[src/rtl/lcd.sv]
// Write-only SPI controller for an ILI9341-class TFT: panel reset, fixed init ROM,
// then single host bytes through a LOAD/BUSY handshake, SPI mode 0, MSB first.
module lcd #(
    parameter int CLK_DIV           = 4,
    parameter int RESET_LOW_CYCLES  = 1_000_000,
    parameter int RESET_WAIT_CYCLES = 12_000_000,
    parameter int CMD_DELAY_CYCLES  = 12_000_000
) (
    input  logic       CLK_100MHz,
    input  logic       RESET_N,
    input  logic       LOAD,
    input  logic [7:0] DATA_IN,
    input  logic       IS_CMD,
    output logic       TFT_CS,
    output logic       TFT_RESET,
    output logic       TFT_SDI,
    output logic       TFT_SCK,
    output logic       TFT_DC,
    output logic       BUSY,
    output logic       READY
);

    typedef enum logic [2:0] {
        S_RST_LOW, S_RST_WAIT, S_INIT_SEND, S_INIT_DELAY, S_IDLE, S_SHIFT, S_HOLD
    } state_t;

    typedef enum logic [1:0] {P_START, P_LOW, P_HIGH, P_TAIL} phase_t;

    localparam logic [31:0] DIV_LAST  = 32'(CLK_DIV - 1);
    localparam logic [31:0] LOW_LAST  = 32'(RESET_LOW_CYCLES - 1);
    localparam logic [31:0] WAIT_LAST = 32'(RESET_WAIT_CYCLES - 1);
    localparam logic [31:0] DLY_LAST  = 32'(CMD_DELAY_CYCLES - 1);
    localparam logic        HAS_DLY   = (CMD_DELAY_CYCLES > 0);

    // Init ROM entry: {delay_after, dc, byte}
    function automatic logic [9:0] rom(input logic [2:0] idx);
        case (idx)
            3'd0:    rom = {HAS_DLY, 1'b0, 8'h01};
            3'd1:    rom = {HAS_DLY, 1'b0, 8'h11};
            3'd2:    rom = {1'b0,    1'b0, 8'h3A};
            3'd3:    rom = {1'b0,    1'b1, 8'h55};
            3'd4:    rom = {1'b0,    1'b0, 8'h29};
            default: rom = 10'd0;
        endcase
    endfunction

    state_t      r_state;
    phase_t      r_ph;
    logic [31:0] r_cnt;
    logic [2:0]  r_idx;
    logic [2:0]  r_bit;
    logic [7:0]  r_sr;
    logic        r_dc_nxt;
    logic        r_dly;
    logic        r_cs;
    logic        r_tft_rst;
    logic        r_sck;
    logic        r_sdi;
    logic        r_dc;
    logic        r_busy;
    logic        r_ready;

    logic [9:0]  w_rom;
    logic        w_gap_ok;

    assign w_rom = rom(r_idx);
    // r_cnt counts CS-high cycles after a byte; the next CS fall may come no
    // earlier than two cycles after the gap check passes, so this keeps gap >= CLK_DIV.
    assign w_gap_ok = (r_cnt + 32'd2 >= 32'(CLK_DIV));

    always_ff @(posedge CLK_100MHz or negedge RESET_N) begin
        if (!RESET_N) begin
            r_state   <= S_RST_LOW;
            r_ph      <= P_START;
            r_cnt     <= '0;
            r_idx     <= '0;
            r_bit     <= '0;
            r_sr      <= '0;
            r_dc_nxt  <= 1'b0;
            r_dly     <= 1'b0;
            r_cs      <= 1'b1;
            r_tft_rst <= 1'b0;
            r_sck     <= 1'b0;
            r_sdi     <= 1'b0;
            r_dc      <= 1'b0;
            r_busy    <= 1'b1;
            r_ready   <= 1'b0;
        end else begin
            case (r_state)
                S_RST_LOW: begin
                    if (r_cnt == LOW_LAST) begin
                        r_tft_rst <= 1'b1;
                        r_cnt     <= '0;
                        r_state   <= S_RST_WAIT;
                    end else begin
                        r_cnt <= r_cnt + 32'd1;
                    end
                end
                S_RST_WAIT: begin
                    if (r_cnt == WAIT_LAST) begin
                        r_cnt   <= '0;
                        r_idx   <= '0;
                        r_state <= S_INIT_SEND;
                    end else begin
                        r_cnt <= r_cnt + 32'd1;
                    end
                end
                S_INIT_SEND: begin
                    if (!w_gap_ok) begin
                        r_cnt <= r_cnt + 32'd1;
                    end else if (r_idx == 3'd5) begin
                        r_ready <= 1'b1;
                        r_busy  <= 1'b0;
                        r_state <= S_IDLE;
                    end else begin
                        r_sr     <= w_rom[7:0];
                        r_dc_nxt <= w_rom[8];
                        r_dly    <= w_rom[9];
                        r_idx    <= r_idx + 3'd1;
                        r_ph     <= P_START;
                        r_state  <= S_SHIFT;
                    end
                end
                S_INIT_DELAY: begin
                    if (r_cnt == DLY_LAST) begin
                        r_cnt   <= '0;
                        r_state <= S_INIT_SEND;
                    end else begin
                        r_cnt <= r_cnt + 32'd1;
                    end
                end
                S_IDLE: begin
                    if (LOAD) begin
                        r_sr     <= DATA_IN;
                        r_dc_nxt <= ~IS_CMD;
                        r_busy   <= 1'b1;
                        r_ph     <= P_START;
                        r_state  <= S_SHIFT;
                    end
                end
                S_SHIFT: begin
                    case (r_ph)
                        P_START: begin
                            r_cs  <= 1'b0;
                            r_sck <= 1'b0;
                            r_sdi <= r_sr[7];
                            r_dc  <= r_dc_nxt;
                            r_sr  <= {r_sr[6:0], 1'b0};
                            r_cnt <= '0;
                            r_bit <= '0;
                            r_ph  <= P_LOW;
                        end
                        P_LOW: begin
                            if (r_cnt == DIV_LAST) begin
                                r_sck <= 1'b1;
                                r_cnt <= '0;
                                r_ph  <= P_HIGH;
                            end else begin
                                r_cnt <= r_cnt + 32'd1;
                            end
                        end
                        P_HIGH: begin
                            if (r_cnt == DIV_LAST) begin
                                r_sck <= 1'b0;
                                r_cnt <= '0;
                                if (r_bit == 3'd7) begin
                                    r_ph <= P_TAIL;
                                end else begin
                                    // next bit moves only on the SCK falling edge
                                    r_bit <= r_bit + 3'd1;
                                    r_sdi <= r_sr[7];
                                    r_sr  <= {r_sr[6:0], 1'b0};
                                    r_ph  <= P_LOW;
                                end
                            end else begin
                                r_cnt <= r_cnt + 32'd1;
                            end
                        end
                        default: begin
                            if (r_cnt == DIV_LAST) begin
                                r_cs  <= 1'b1;
                                r_cnt <= '0;
                                if (r_ready)    r_state <= S_HOLD;
                                else if (r_dly) r_state <= S_INIT_DELAY;
                                else            r_state <= S_INIT_SEND;
                            end else begin
                                r_cnt <= r_cnt + 32'd1;
                            end
                        end
                    endcase
                end
                S_HOLD: begin
                    if (!w_gap_ok) begin
                        r_cnt <= r_cnt + 32'd1;
                    end else if (!LOAD) begin
                        r_busy  <= 1'b0;
                        r_state <= S_IDLE;
                    end
                end
                default: r_state <= S_RST_LOW;
            endcase
        end
    end

    assign TFT_CS    = r_cs;
    assign TFT_RESET = r_tft_rst;
    assign TFT_SDI   = r_sdi;
    assign TFT_SCK   = r_sck;
    assign TFT_DC    = r_dc;
    assign BUSY      = r_busy;
    assign READY     = r_ready;

endmodule

[config.mk]
export PLATFORM = sky130hd
export DESIGN_NAME = lcd
export DESIGN_NICKNAME = d
export VERILOG_FILES = /design/src/rtl/lcd.sv
export SDC_FILE = /design/constraint.sdc
export NUM_CORES = 1
export LEC_CHECK = 0
export CORE_MARGIN = 1
export CORE_UTILIZATION = 45
export CTS_CLUSTER_SIZE = 40
export DETAILED_ROUTE_END_ITERATION = 7
export PLACE_DENSITY_LB_ADDON = 0.25
export SLEW_MARGIN = 0
export SYNTH_ARGS = -nofsm -noshare
export SYNTH_HDL_FRONTEND = slang
export SYNTH_SLANG_ARGS = --single-unit
[constraint.sdc]
create_clock -name CLK_100MHz -period 8.3 [get_ports CLK_100MHz]
set_input_delay 1.66 -clock CLK_100MHz [delete_from_list [all_inputs] [get_ports CLK_100MHz]]
set_output_delay 1.66 -clock CLK_100MHz [all_outputs]
set_load 0.005 [all_outputs]
==> flow_summary.yaml, run 1 <==
power:
  peakVddDrop_uv: 193
  leakage_nw: 1.85
  totalPowerFinal_mw: 1.29
  powerDensity_nw_per_um2: 269
logic_synthesis:
  synth-main-ff-cell: "dfrtp_1"
  synth_warnings: 0
  yosys.area.top_type: "dfrtp_1"
  synth-edff-count: 0
  yosys-top-cells-area: "dfrtp_1 (33%), o31ai_1 (6.9%), ha_1 (3.9%), nor2_1 (3.9%), nand2_1 (3.5%)"
  syn-cell-area_sq_um: 4460
  synth_cell_types: 69
  avgSynthCellArea_sq_um: 8.31
  yosysSeqAreaShare_pct: 33.7
  ys_ff_latch: 60
  async_reset_ff_share_pct: 100
  syn-num-nets: 563
  synth_cells: 537
  yosysTopAreaCellShare_pct: 32.5
route:
  viasPerCell: 6.42
  drc: 0
  route.vias.total: 4205
  drtIter0Drc: 340
  dr.pass1.iters: 5
  wirelength_mm: 11.9
  post_drt_wl_per_cell_um: 18.1
  ant_nets: 0
clock_network:
  cts_tree: "done"
  postCtsSetupRepairBufs: 0
  cts_root_buf: "clkbuf_8"
  cts_buffers: 9
  holdBufCountCts: 0
  h-tree-depth: 3
  cts.clk_slew.worst_paths_ps: 70
  cts.repair.resized: 0
  clk_latency_ps: 350
  clock-sinks: 60
  clockBufferDepth: 2
finish:
  fin_util_pct: 51.1
  antenna_cells: 0
  n_fill_cell: 881
  syn_to_final_growth_pct: 7.71
  drive_above_1_share_pct: 7.79
  nNetsFinal: 547
critical_path:
  reg2reg_depth: 8
  cpPeakStageDelay_ps: 900
  worstReg2RegEnd: "r_cnt[31]$_DFFE_PN0P_"
  rrSetupSlack_ps: 4110
  critPathBufInv: 0
  cp_top_family: "simple AND/OR/NAND/NOR gates"
  startpoint_type: "register"
  crit_required_ps: 8520
  critPathMaxFanout: 23
  worstSetupEndpointType: "register"
  reg2reg_from: "r_cnt[4]$_DFFE_PN0P_"
  cp_cell_sequence: "nand3_2, nor4_1, xnor2_1, a22oi_1, or3_1, o31a_1, or3_1, o41ai_1"
  crit_slowest_cell: "nor4_1"
  path_common_cell: "or3_1"
  path_class: "reg -> reg"
  worstPathArrival_ps: 4410
min_path:
  whs_path_depth: 1
  worst_hold_path_type: "reg -> reg"
  min-delay-start: "TFT_RESET$_DFFE_PN0P_"
  min_to: "TFT_RESET$_DFFE_PN0P_"
sta:
  fin_crit_ps: 4190
  hold_viol: 0
  rsz0062_at_grt: "false"
  worst_pin_slew_ps: 1000
  clock.fmax_mhz: 239
  drv_slew: 0
  hold_slack_ps: 491
  setup_viol: 0
  fin_tns_setup_ps: 0
  relSlewSlack_pct: 33.3
  min_period_over_period_pct: 50.4
  skew_ps: 11.3
grt:
  grtUsageMet2_pct: 36.9
  grtUsageMet3_pct: 4.14
  grt_max_degree: 61
  grtUsageMet1_pct: 35.0
  grt_pass1_vias: 3911
  grt_use_total_pct: 24.8
  busiest_layer: "met2"
  antenna_found_initial: 0
  overflow: 0
  grt_pass1_wl_mm: 19.8
placed_design:
  hpwl_mm: 8.12
  routabilityCongestion: 0.937
  io_buffers: 18
floorplanning:
  die_w_um: 102
  start_util_pct: 47.4
  coreArea_sq_um: 9420
  dieArea_sq_um: 10300
  io_pins: 19
  row_count: 35
  fp.dieH_um: 102
outcome:
  status: "completed"
job:
  cap_violations: 0
flip-flops by register name, summed over array words and instances (netlist names):
register / count
BUSY: 1
READY: 1
TFT_CS: 1
TFT_DC: 1
TFT_RESET: 1
TFT_SCK: 1
TFT_SDI: 1
r_bit: 3
r_cnt: 32
r_dc_nxt: 1
r_dly: 1
r_idx: 3
r_ph: 2
r_sr: 8
r_state: 3
through the flow:
| stage | setup WS (ps) | cell area, sq um | cells |
|---|---|---|---|
| 2_1_floorplan | 4980 | 4460 | 537 |
| 3_3_place_gp | 4410 | 4630 | 639 |
| 3_5_place_dp | 4240 | 4630 | 639 |
| 4_1_cts | 4200 | 4810 | 655 |
| 5_1_grt | 3770 | 4810 | 655 |
| 6_report | 4110 | 4810 | 655 |
Yosys cell counts (all sizes together) (13+ instances only):
cell and count:
nor2b 15, a21oi 28, inv 13, nand2 42, clkbuf 34, nand3 14
nor2 46, buf 15, dfrtp 58, nor4 15, o21ai 22, ha 14
o31ai 41, nand4 22, nor3 20
metal layers:
metal,up-vias,wire [um]
met5,-,0
met1,2034,5730
li1,1994,-
met4,0,352
met3,33,597
met2,144,5200
worst register-to-register path, cell delays in order (launching register included):
cell	delay, ps
dfrtp_1	560
nand3_2	280
nor4_1	900
xnor2_1	210
a22oi_1	90
or3_1	480
o31a_1	310
or3_1	760
o41ai_1	480
kinds of logic (layout without fill, tap and decap cells):
family	Yosys count	after routing	share of synthesized area (%)
compound gates	147	147	23.1
buf+inv	63	52	5.89
xor+xnor	6	6	1.18
simple gates	226	226	27.2
fa+ha+maj	14	14	3.92
flops	60	60	33.7
mux	21	21	5.02
placed cells by master (no fill, tap or decap), types with 10 or more instances in the layout:
cell             instances
nor2_1                  46
clkbuf_8                11
nand3_1                 13
nand4_1                 21
or4_1                   10
ha_1                    14
nand2_1                 42
nor4_1                  15
inv_1                   13
mux2_2                  11
mux2i_1                 10
clkdlybuf4s50_1         17
a21oi_1                 28
or3_1                   10
nor2b_1                 15
o21ai_0                 21
dfrtp_1                 58
nor3_1                  19
o31ai_1                 41
power by group:
group          switching [mW]  total, mW  internal [mW]
clock network           0.120      0.244          0.124
logic                   0.367      0.597          0.230
registers              0.0971      0.451          0.354
how the worst max path moves through the flow:
stage	start	endpoint	slack, ps	cells past startpoint
floorplan	r_cnt[1]$_DFFE_PN0P_	r_cnt[23]$_DFFE_PN0P_	4980	12
global placement	r_cnt[4]$_DFFE_PN0P_	r_cnt[22]$_DFFE_PN0P_	4410	8
detailed placement	r_cnt[4]$_DFFE_PN0P_	r_cnt[13]$_DFFE_PN0P_	4240	8
CTS	r_cnt[4]$_DFFE_PN0P_	r_cnt[13]$_DFFE_PN0P_	4200	8
global route	r_cnt[4]$_DFFE_PN0P_	r_cnt[13]$_DFFE_PN0P_	3770	8
finish	r_cnt[4]$_DFFE_PN0P_	r_cnt[31]$_DFFE_PN0P_	4110	8
cell type report:
class | instances | area, sq um | area share [%]
Clock buffer | 12 | 155 | 3.23
Clock inverter | 4 | 25.0 | 0.520
Inverter | 14 | 52.6 | 1.09
Multi-Input combinational cell | 414 | 2710 | 56.3
Sequential cell | 60 | 1500 | 31.3
Tap cell | 129 | 161 | 3.36
Timing Repair Buffer | 22 | 205 | 4.27
Note: power is estimated with default switching activity, not from simulation.
==> run 2: changes to the inputs <==
Clock period 8.3 ns to 3.8 ns, I/O delays scaled along.
==> run 2 against run 1 <==
- utilization up 3.3 points
- sequential share of layout area down 1.9 points
- highest routed layer unchanged
- hold slack worse by 18 ps
- worst setup slack worse by 3900 ps
- clock power rose to 3.3 times the previous value
- register-to-register slack worse by 3900 ps
- first-iteration DRC count down 20%
- die area unchanged
- clock-buffer cell count unchanged
==> flow_summary.yaml, run 2 (synthesized netlist as in run 1, its figures left out) <==
outcome:
  status: "completed"
floorplanning:
  start_util_pct: 47.4
  row_count: 35
  fp.dieH_um: 102
  die_w_um: 102
  dieArea_sq_um: 10300
  io_pins: 19
  coreArea_sq_um: 9420
power:
  leakage_nw: 2.04
  totalPowerFinal_mw: 3.16
  peakVddDrop_uv: 411
  powerDensity_nw_per_um2: 617
finish:
  final_common_cell: "dfrtp_1"
  antenna_cells: 0
  drive_above_1_share_pct: 12.8
  nNetsFinal: 574
  top_regs: "r_cnt x32, r_sr x8"
  fin_util_pct: 54.4
  layout_common_cells: "dfrtp_1 (57), nor2_1 (46), nand2_1 (42), o31ai_1 (41), buf_4 (31)"
  fin_area_sq_um: 5120
  top_register: "r_cnt"
  syn_to_final_growth_pct: 14.7
  largest_register_ffs: 32
critical_path:
  path_class: "reg -> reg"
  startpoint_type: "register"
  crit_slowest_cell: "dfrtp_1"
  worstSetupEndpointType: "register"
  cp_cell_sequence: "nand4_1, o31a_1, nor3_1, a31oi_1, or3_1, o31a_1, or3_1, buf_4, o41ai_1"
  cpPeakStageDelay_ps: 630
  crit_required_ps: 4010
  worstPathArrival_ps: 3820
  critPathMaxFanout: 11
grt:
  grtUsageMet1_pct: 37.0
  grtUsageMet2_pct: 40.2
  grtUsageMet3_pct: 3.86
  busiest_layer: "met2"
  overflow: 0
  grt_max_degree: 61
  antenna_found_initial: 0
  grt_use_total_pct: 26.3
  grt_pass1_vias: 4057
  grt_pass1_wl_mm: 21.0
clock_network:
  cts_root_buf: "clkbuf_8"
  clockBufferDepth: 2
  clock-sinks: 60
  holdBufCountCts: 0
  cts.clk_slew.worst_paths_ps: 70
  h-tree-depth: 3
  cts_tree: "done"
  clk_latency_ps: 340
  cts_buffers: 9
route:
  drc: 0
  viasPerCell: 6.33
  wirelength_mm: 12.5
  drtIter0Drc: 271
  dr.pass1.iters: 5
  ant_nets: 0
  post_drt_wl_per_cell_um: 18.4
  route.vias.total: 4315
sta:
  drv_slew: 0
  hold_slack_ps: 474
  worst_pin_slew_ps: 881
  setup_viol: 0
  relSlewSlack_pct: 41.2
  skew_ps: 9.70
  hold_viol: 0
  fin_tns_setup_ps: 0
  clock.fmax_mhz: 277
  rsz0062_at_grt: "false"
  min_period_over_period_pct: 94.9
  fin_crit_ps: 3610
placed_design:
  hpwl_mm: 8.88
  io_buffers: 18
  routabilityCongestion: 0.959
  dpl_cell_area_sq_um: 4830
min_path:
  worst_hold_path_type: "reg -> reg"
job:
  cap_violations: 0
==> run 2: changes by cell type in the layout (fill, tap and decap cells not counted), moves of 2 or more <==
cell and delta:
bufinv_16 +4, buf_4 +27, clkinv_2 -2, clkinvlp_4 -2
==> run 2: power breakdown <==
part	internal, mW	switching (mW)
sequential	0.775	0.176
clock	0.539	0.270
combinational	0.568	0.831
==> run 2: metal layers <==
metal,wire [um],share of wire [%]
met5,0,0
met4,343,2.7
met2,5700,46
met1,5790,46
met3,680,5.4
==> run 2: worst paths after layout <==
check,from,end,slack [ps],cells after the start
setup / recovery,r_cnt[21]$_DFFE_PN0P_,r_cnt[22]$_DFFE_PN0P_,190,9
hold / removal,TFT_RESET$_DFFE_PN0P_,TFT_RESET$_DFFE_PN0P_,470,1
setup reg to reg,r_cnt[21]$_DFFE_PN0P_,r_cnt[22]$_DFFE_PN0P_,190,9
hold reg to reg,TFT_RESET$_DFFE_PN0P_,TFT_RESET$_DFFE_PN0P_,470,1
max in group asynchronous,RESET_N,r_cnt[2]$_DFFE_PN0P_,2680,2
min in group asynchronous,RESET_N,r_cnt[23]$_DFFE_PN0P_,570,2
==> run 2: timing repair <==
item / 4_1_cts / 5_1_grt
setup endpoints to repair: 0 / 7
gates resized for setup: 0 / 3
buffers inserted: 0 / 0
==> run 2: cell type report <==
| type | count | area, sq um |
|---|---|---|
| fillers | 865 | 4300 |
| multi-input cells | 414 | 2720 |
| flip-flops and latches | 60 | 1510 |
| repair buffers | 49 | 408 |
| well taps | 129 | 161 |
| clock buffers | 12 | 155 |
| clock inverters | 4 | 120 |
| inverters | 14 | 52.6 |
==> run 2: worst max-delay path: cells and delay by family, from the launching register on <==
family,cells,cell delay [ps]
buffers and inverters,1,180
AND/OR/NAND/NOR,4,1450
flip-flops,1,630
AO/OA/AOI/OAI,4,1220
==> run 2: stage by stage <==
step	instances	worst slack (ps)
after floorplan	537	482
after global placement	666	341
after detailed placement	666	173
after CTS	682	121
after global routing	682	76.9
final	682	193
